`src/rtl/ifu_fetch_pkg.sv`:
```
// Shared definitions for the instruction-fetch unit: bus widths, NOP encoding,
// reset level and FSM state encodings. Optional check: YSYX22040228_IFU_MISALIGN_CHK_EN.
package ifu_fetch_pkg;

  localparam int unsigned PC_W      = 64;
  localparam int unsigned INST_W    = 32;
  localparam logic [31:0] NOP_ENC   = 32'h0000_0013;
  localparam logic        RST_LEVEL = 1'b1;

  typedef enum logic [1:0] {
    ST_REQ  = 2'd0,
    ST_WAIT = 2'd1,
    ST_DROP = 2'd2
  } fetch_state_e;

endpackage

```
`src/rtl/ifu_out_buf.sv`:
```
// Single-entry valid/ready holding register toward ID. A flush clears the entry
// and takes priority over a same-cycle load.
module ifu_out_buf
  import ifu_fetch_pkg::*;
#(
  parameter int unsigned PC_WIDTH   = PC_W,
  parameter int unsigned INST_WIDTH = INST_W
) (
  input  logic                  clk,
  input  logic                  rst,
  input  logic                  i_load,
  input  logic                  i_flush,
  input  logic [INST_WIDTH-1:0] i_inst,
  input  logic [PC_WIDTH-1:0]   i_pc,
  input  logic                  i_excp,
  input  logic                  i_ready,
  output logic                  o_valid,
  output logic [INST_WIDTH-1:0] o_inst,
  output logic [PC_WIDTH-1:0]   o_pc,
  output logic                  o_excp,
  output logic                  o_can_issue
);

  logic                  r_valid;
  logic [INST_WIDTH-1:0] r_inst;
  logic [PC_WIDTH-1:0]   r_pc;
  logic                  r_excp;

  // NOTE: state registers use non-blocking assignments so every flop samples
  // pre-edge values regardless of block evaluation order.
  always_ff @(posedge clk or posedge rst) begin
    if (rst) begin
      r_valid <= 1'b0;
    end else if (i_flush) begin
      r_valid <= 1'b0;
    end else if (i_load) begin
      r_valid <= 1'b1;
    end else if (r_valid && i_ready) begin
      r_valid <= 1'b0;
    end
  end

  // Payload is reset too: ID must see all-zero fields coming out of reset.
  always_ff @(posedge clk or posedge rst) begin
    if (rst) begin
      r_inst <= '0;
      r_pc   <= '0;
      r_excp <= 1'b0;
    end else if (i_load && !i_flush) begin
      r_inst <= i_inst;
      r_pc   <= i_pc;
      r_excp <= i_excp;
    end
  end

  assign o_valid     = r_valid;
  assign o_inst      = r_inst;
  assign o_pc        = r_pc;
  assign o_excp      = r_excp;
  assign o_can_issue = ~r_valid | i_ready;

endmodule

```
`src/rtl/ifu_fetch.sv`:
```
// Instruction-fetch unit: one outstanding imem request, pc held until capture,
// in-flight fetches dropped on redirect. Optional: YSYX22040228_IFU_MISALIGN_CHK_EN.
module ifu_fetch
  import ifu_fetch_pkg::*;
#(
  parameter int unsigned           PC_WIDTH   = PC_W,
  parameter int unsigned           INST_WIDTH = INST_W,
  parameter logic [INST_WIDTH-1:0] NOP_INST   = NOP_ENC
) (
  input  logic                  clk,
  input  logic                  rst,
  input  logic [PC_WIDTH-1:0]   pc_i,
  output logic [PC_WIDTH-1:0]   static_pc_o,
  output logic                  pc_stall_o,
  input  logic                  flush_i,
  output logic                  imem_req_valid_o,
  input  logic                  imem_req_ready_i,
  output logic [PC_WIDTH-1:0]   imem_addr_o,
  input  logic                  imem_rsp_valid_i,
  input  logic [INST_WIDTH-1:0] imem_rsp_data_i,
  output logic                  id_valid_o,
  input  logic                  id_ready_i,
  output logic [INST_WIDTH-1:0] id_inst_o,
  output logic [PC_WIDTH-1:0]   id_pc_o,
  output logic                  id_excp_o
);

  fetch_state_e          r_state;
  logic                  w_rst_act;
  logic                  w_can_issue;
  logic                  w_misalign;
  logic                  w_go;
  logic                  w_excp_load;
  logic                  w_handshake;
  logic                  w_capture;
  logic                  w_load;
  logic [INST_WIDTH-1:0] w_load_inst;

  assign w_rst_act = (rst == RST_LEVEL);

`ifdef YSYX22040228_IFU_MISALIGN_CHK_EN
  assign w_misalign = (pc_i[1:0] != 2'b00);
`else
  assign w_misalign = 1'b0;
`endif

  // Outputs are gated by reset so nothing is requested while rst is held.
  assign w_go             = (r_state == ST_REQ) & ~w_rst_act & w_can_issue & ~flush_i;
  assign w_excp_load      = w_go & w_misalign;
  assign imem_req_valid_o = w_go & ~w_misalign;
  assign imem_addr_o      = pc_i;
  assign w_handshake      = imem_req_valid_o & imem_req_ready_i;

  assign w_capture   = (r_state == ST_WAIT) & imem_rsp_valid_i & ~flush_i & ~w_rst_act;
  assign w_load      = w_capture | w_excp_load;
  assign w_load_inst = w_excp_load ? NOP_INST : imem_rsp_data_i;

  assign pc_stall_o  = ~w_load;
  assign static_pc_o = pc_i + PC_WIDTH'(4);

  // DROP leaves on any response even under flush: that response retires the
  // only outstanding request, so waiting longer could never end.
  always_ff @(posedge clk or posedge rst) begin
    if (rst) begin
      r_state <= ST_REQ;
    end else begin
      case (r_state)
        ST_REQ:  if (w_handshake) r_state <= ST_WAIT;
        ST_WAIT: begin
          if (imem_rsp_valid_i)  r_state <= ST_REQ;
          else if (flush_i)      r_state <= ST_DROP;
        end
        ST_DROP: if (imem_rsp_valid_i) r_state <= ST_REQ;
        default: r_state <= ST_REQ;
      endcase
    end
  end

  ifu_out_buf #(
    .PC_WIDTH   (PC_WIDTH),
    .INST_WIDTH (INST_WIDTH)
  ) u_out_buf (
    .clk         (clk),
    .rst         (rst),
    .i_load      (w_load),
    .i_flush     (flush_i),
    .i_inst      (w_load_inst),
    .i_pc        (pc_i),
    .i_excp      (w_excp_load),
    .i_ready     (id_ready_i),
    .o_valid     (id_valid_o),
    .o_inst      (id_inst_o),
    .o_pc        (id_pc_o),
    .o_excp      (id_excp_o),
    .o_can_issue (w_can_issue)
  );

endmodule
```
`config.mk`:
```
export PLATFORM = sky130hd
export DESIGN_NAME = ifu_fetch
export DESIGN_NICKNAME = d
export VERILOG_FILES = /design/src/rtl/ifu_fetch_pkg.sv /design/src/rtl/ifu_out_buf.sv /design/src/rtl/ifu_fetch.sv
export SDC_FILE = /design/constraint.sdc
export NUM_CORES = 1
export LEC_CHECK = 0
export BUFFER_PORTS_ARGS = -buffer_cell sky130_fd_sc_hd__buf_2
export CAP_MARGIN = 20
export CORE_AREA = 2 2 128 130
export DETAILED_ROUTE_END_ITERATION = 12
export DIE_AREA = 0 0 130 132
export HOLD_SLACK_MARGIN = 0.06
export PLACE_DENSITY = 0.7
export SLEW_MARGIN = 20
export SYNTH_ARGS = -nofsm -noshare
export SYNTH_HDL_FRONTEND = slang
export SYNTH_SLANG_ARGS = --single-unit
```
`constraint.sdc`:
```
create_clock -name clk -period 3.3 [get_ports clk]
set_clock_uncertainty 0.1 [all_clocks]
set_input_delay 0.165 -clock clk [delete_from_list [all_inputs] [get_ports clk]]
set_output_delay 0.165 -clock clk [all_outputs]
set_load 0.02 [all_outputs]
```
Yosys cells after proc, flatten, opt, wreduce, memory -nomap -nowiden

Cells that the tools add are included.

Word-level logic and storage cells: 36
Bits in registers: 99
Bits of input ports: 102
Output and inout bits: 228

Mux-type cells: 8
Eq/ne operators: 5
$add $sub $neg: 1
Bitwise operators: 12
Reductions and logical operators: 6

Operator list:

| cell                                                            | number |
|---|---|
| 64-bit by 3-bit adder with 64-bit output, second input constant | 1 |
| 2-bit two-way mux                                               | 4 |
| 1-bit bitwise AND                                               | 7 |
| 2-bit case mux with 3 select lines                              | 1 |
| 2-bit != test, second input constant                            | 2 |
| 1-bit inverter                                                  | 4 |
| 1-bit two-way mux                                               | 3 |
| 3-bit != test, second input constant                            | 1 |
| 3-bit AND reduction                                             | 1 |
| 3-bit nonzero test                                              | 1 |
| 2-bit by 1-bit == test with 1-bit output, second input constant | 1 |
| 2-bit == test, second input constant                            | 1 |
| 1-bit logical AND                                               | 2 |
| 2-bit logical NOT                                               | 1 |
| 1-bit logical NOT                                               | 1 |
| 1-bit OR                                                        | 1 |

Longest topological paths before layout

Depth in word-level cells: 7
Depth in mapped cells: 7
Mapped depth without buffers: 6

Cells and area by module

A second synthesis with hierarchy kept.

Cells, all modules: 484
Area, all modules: 5,705.5 sq um

Modules (own cells, without submodules):

| module      | cells each | area an instance (sq um) | instances | sequential area each (sq um) |
|---|---|---|---|---|
| ifu_out_buf | 211        | 3,779.9                  | 1         | 2,452.4 |
| ifu_fetch   | 273        | 1,925.6                  | 1         | 50.0 |

Least setup slack after synthesis

Ideal clock, no wire load.

Path type: input to register
From: input rst
To: register u_out_buf.r_inst[10], in the netlist u_out_buf.o_inst[10]
Library setup time: 0.125 ns
Required time: 3.075 ns
Slack: -0.306 ns
Data arrival time: 3.381 ns
Cell stages on the path: 5
Path buffers: 2
Cell sequence: inv_1 -> nand4_1 -> clkbuf_1 -> buf_2 -> mux2_2

Word-level cells in the longest chain between the ends: 3

Ends and longest elaborated chain:

| element              | RTL line          | text |
|---|---|---|
| start, declared      | ifu_fetch.sv:11   | `input logic rst,` |
| 1-bit inverter       | ifu_fetch.sv:54   | `assign w_capture = (r_state == ST_WAIT) & imem_rsp_valid_i & ~flush_i & ~w_rst_act;` |
| 1-bit bitwise AND    | ifu_fetch.sv:54   |  |
| 1-bit logical AND    | ifu_out_buf.sv:49 | `end else if (i_load && !i_flush) begin` |
| end signal, assigned | ifu_out_buf.sv:50 | `r_inst <= i_inst;` |
| end, declared        | ifu_out_buf.sv:25 | `logic [INST_WIDTH-1:0] r_inst;` |

Every way passes these cells.
A chain may end at the register's enable or synchronous reset.

Worst setup path after layout

From: input pc_i[18]
To: output static_pc_o[63]

Word-level cells in the longest chain between the ends: 1

Ends and longest elaborated chain:

| element                                  | RTL line        | text |
|---|---|---|
| start, declared                          | ifu_fetch.sv:12 | `input logic [PC_WIDTH-1:0] pc_i,` |
| 64-bit by 3-bit adder with 64-bit output | ifu_fetch.sv:59 | `assign static_pc_o = pc_i + PC_WIDTH'(4);` |
| end, declared                            | ifu_fetch.sv:13 | `output logic [PC_WIDTH-1:0] static_pc_o,` |

Every way passes these cells.

==> reports/results.tsv <==
stage	metric	value	unit
outcome	status	finished clean	
clocking	CTS clk-pin slew, worst paths	0.06	ns
setup_path	CP Cell Sequence	dlygate4sd3_1, buf_2, and3_1, and4_1, and4_1, nand4_1, xnor2_1, buf_2	
timing	Achievable Freq	335	MHz
place	GPL Wtd Cong	0.787	
grt	largest net degree at the start of global routing	60	
synthesis	top cell type's share of synthesized area	44.8	%
synthesis	cell count after synthesis	487	
worst_hold_path	hold depth	2	
synthesis	syn avg cell area	11.4	um^2
die	Core ar.	15700	um^2
drt	DR top layer	met4	
layout	Synth-to-Final Area Change	45.5	%
synthesis	flops & latches, synth	99	
drt	DRC errors left	0	
worst_hold_path	WHS Endpoint	u_out_buf.o_pc[12]	
drt	met2 wire len	8.69	mm
power	Design Power	4070	uW
timing	Slew @ Worst Pin	0.755	ns
synthesis	synthesized area	5530	um^2
synthesis	sequential share of the synthesized area	44.8	%
timing	Final setup viols	0	
grt	Tot GR Track Use	19.4	%
power	P per Cell Area	506	nW/um^2
grt	number of global-route vias before repair	5042	
clocking	Setup Buffers After CTS	0	
die	row cnt	46	
drt	final WL	17.0	mm
synthesis	share of flip-flops with an asynchronous set or reset	100	%
die	num ports	330	
drt	metal3 WL	1.13	mm
layout	final core utilization	51.2	%
synthesis	post-synthesis net count	590	
power	Pleak	0.00416	uW
setup_path	delay-heaviest family, CP	simple AND/OR/NAND/NOR gates	
drt	Initial DRC Count	156	
timing	worst hold slack	0.0736	ns
drt	Vias	4934	
setup_path	CP Buf/Inv Count	3	
layout	antenna diode count	0	
die	Total Die Area	17200	um^2
die	Starting Density	35.2	%
setup_path	Worst path max stage delay	0.55	ns
grt	antenna violations before repair	0	
drt	DRT Pass-1 Iters	4	
layout	layout cell share with drive strength beyond 1	54.7	%
setup_path	Reg2Reg Setup Slack	1.33	ns
clocking	Worst-Skew Late Latency	0.33	ns
place	# port buffers	328	
synthesis	most instantiated cells after synthesis	dfrtp_1 (99), mux2_2 (91), buf_4 (70)	
synthesis	Synth Flop Type	dfrtp_1	
synthesis	synth top area cells	dfrtp_1 (45%), mux2_2 (19%), buf_4 (9.5%)	
grt	total grt overflow	0	
place	DP Wirelength	11.8	mm
timing	final hold violation count	0	
setup_path	RR Startpoint	r_state[1]	
clocking	clock buffer depth	2	
die	die width	130	um
worst_hold_path	Hold WC Path Type	input port to flop	
timing	fin. max-slew vios	0	
synthesis	number of distinct library cells after synthesis	34	
die	die height	132	um
setup_path	Crit Path Class	input port to primary output	
clocking	CTS Root Cell	clkbuf_16	
timing	fin crit share	90.5	%
clocking	clk sinks	99	
timing	RSZ-0062 raised after global routing	false	
run	max capacitance violation total	0	
synthesis	most common cell in the synthesized netlist	dfrtp_1	
synthesis	Ys Warns	0	
drt	M1 WL	6.78	mm
power	peak supply drop	0.315	mV
timing	Final min period	2.99	ns
setup_path	CP Data Arrival Time	2.72	ns
timing	relative slew slack	49.7	%
timing	setup TNS	0	ns
clocking	CTS tree	built	
setup_path	Critical R2R Capture	u_out_buf.o_valid	
worst_hold_path	hold_sp	pc_i[12]	
setup_path	slowest cell on the critical path	dlygate4sd3_1	
grt	first-pass GRT wire length	26.4	mm
synthesis	Post-synth EDFFs	0	
clocking	H-tree Lvls	3	
setup_path	nature of the critical path endpoint	primary output	
setup_path	critical path required time	3.03	ns
layout	Final #Nets	937	
drt	drt via density	4.68	
clocking	Num CTS Buffers	9	
setup_path	worst reg2reg path depth	5	
setup_path	CP Launch Type	input port	
synthesis	dominant cell type by area after synthesis	dfrtp_1	
setup_path	CP Max Fanout	9	
drt	Wirelength per Cell	16.1	um
drt	Routed Antenna Nets	0	
==> report_power, final <==
part           internal (uW)  switching (uW)
sequential              1490             128
clock                    550             449
combinational            583             863
==> layer usage <==
metal  track usage, %  up-vias
met3             4.30       29
met1             22.1     2378
li1                 -     2307
met5                0        -
met4             6.93        0
met2             35.3      220
==> cells in the final DEF, fill, tap and decap left out, types with 2 or more instances in the layout <==
| master | n |
|---|---|
| nor3_2 | 4 |
| and4_1 | 7 |
| nor4_4 | 2 |
| inv_1 | 6 |
| dlygate4sd3_1 | 85 |
| buf_2 | 328 |
| o21ai_0 | 7 |
| nand4_1 | 16 |
| and3_1 | 7 |
| clkinvlp_4 | 3 |
| nand4_4 | 2 |
| xor2_1 | 26 |
| xnor2_1 | 34 |
| clkbuf_8 | 2 |
| buf_4 | 6 |
| nand2_1 | 31 |
| mux2_2 | 91 |
| dfrtp_1 | 99 |
| clkbuf_16 | 9 |
| nand4_2 | 5 |
| nand3_1 | 23 |
| nor2_1 | 22 |
| nor4_1 | 2 |
| nor4_2 | 2 |
| nor3_1 | 6 |
==> cell type report <==
cell class	instances	area [um^2]
clock buffers	12	256
clock inverters	3	23.8
fillers	1401	7670
inverters	7	30.0
multi-input cells	298	2450
flip-flops and latches	99	2480
well taps	216	270
repair buffers	419	2540
==> cell families after synthesis <==
group | Yosys count | share of synthesized area (%)
simple gates | 136 | 15.0
flops | 99 | 44.8
mux | 91 | 18.5
buf+inv | 90 | 11.0
xor+xnor | 60 | 9.50
compound gates | 9 | 0.860
fa+ha+maj | 1 | 0.226
other cells | 1 | 0.0678
==> registers in the layout, indices dropped and copies added (netlist names) <==
register           cells
u_out_buf.o_inst      32
u_out_buf.o_pc        64
r_state                2
u_out_buf.o_valid      1
==> repair_timing <==
item | 4_1_cts | 5_1_grt
hold buffers | 85 | 0
hold endpoints to repair | 126 | 0
resized for setup | 0 | 0
==> metrics by stage <==
stage / setup slack (ns) / instance area [um^2] / std cells
after floorplan: 0.131 / 5530 / 487
after global placement: 1.01 / 6910 / 954
after detailed placement: 0.921 / 6910 / 954
after CTS: 0.378 / 8050 / 1054
after global routing: 0.194 / 8050 / 1054
final: 0.313 / 8050 / 1054
==> how the worst max path moves through the flow <==
stage / start / endpoint / slack, ns / cells after the start
floorplan: rst / u_out_buf.o_inst[10] / 0.13 / 5
global placement: pc_i[17] / static_pc_o[57] / 1.01 / 7
detailed placement: pc_i[18] / static_pc_o[61] / 0.92 / 7
CTS: pc_i[3] / static_pc_o[48] / 0.38 / 9
global route: pc_i[18] / static_pc_o[61] / 0.19 / 8
finish: pc_i[18] / static_pc_o[63] / 0.31 / 8
(Power assumes the default switching activity.)
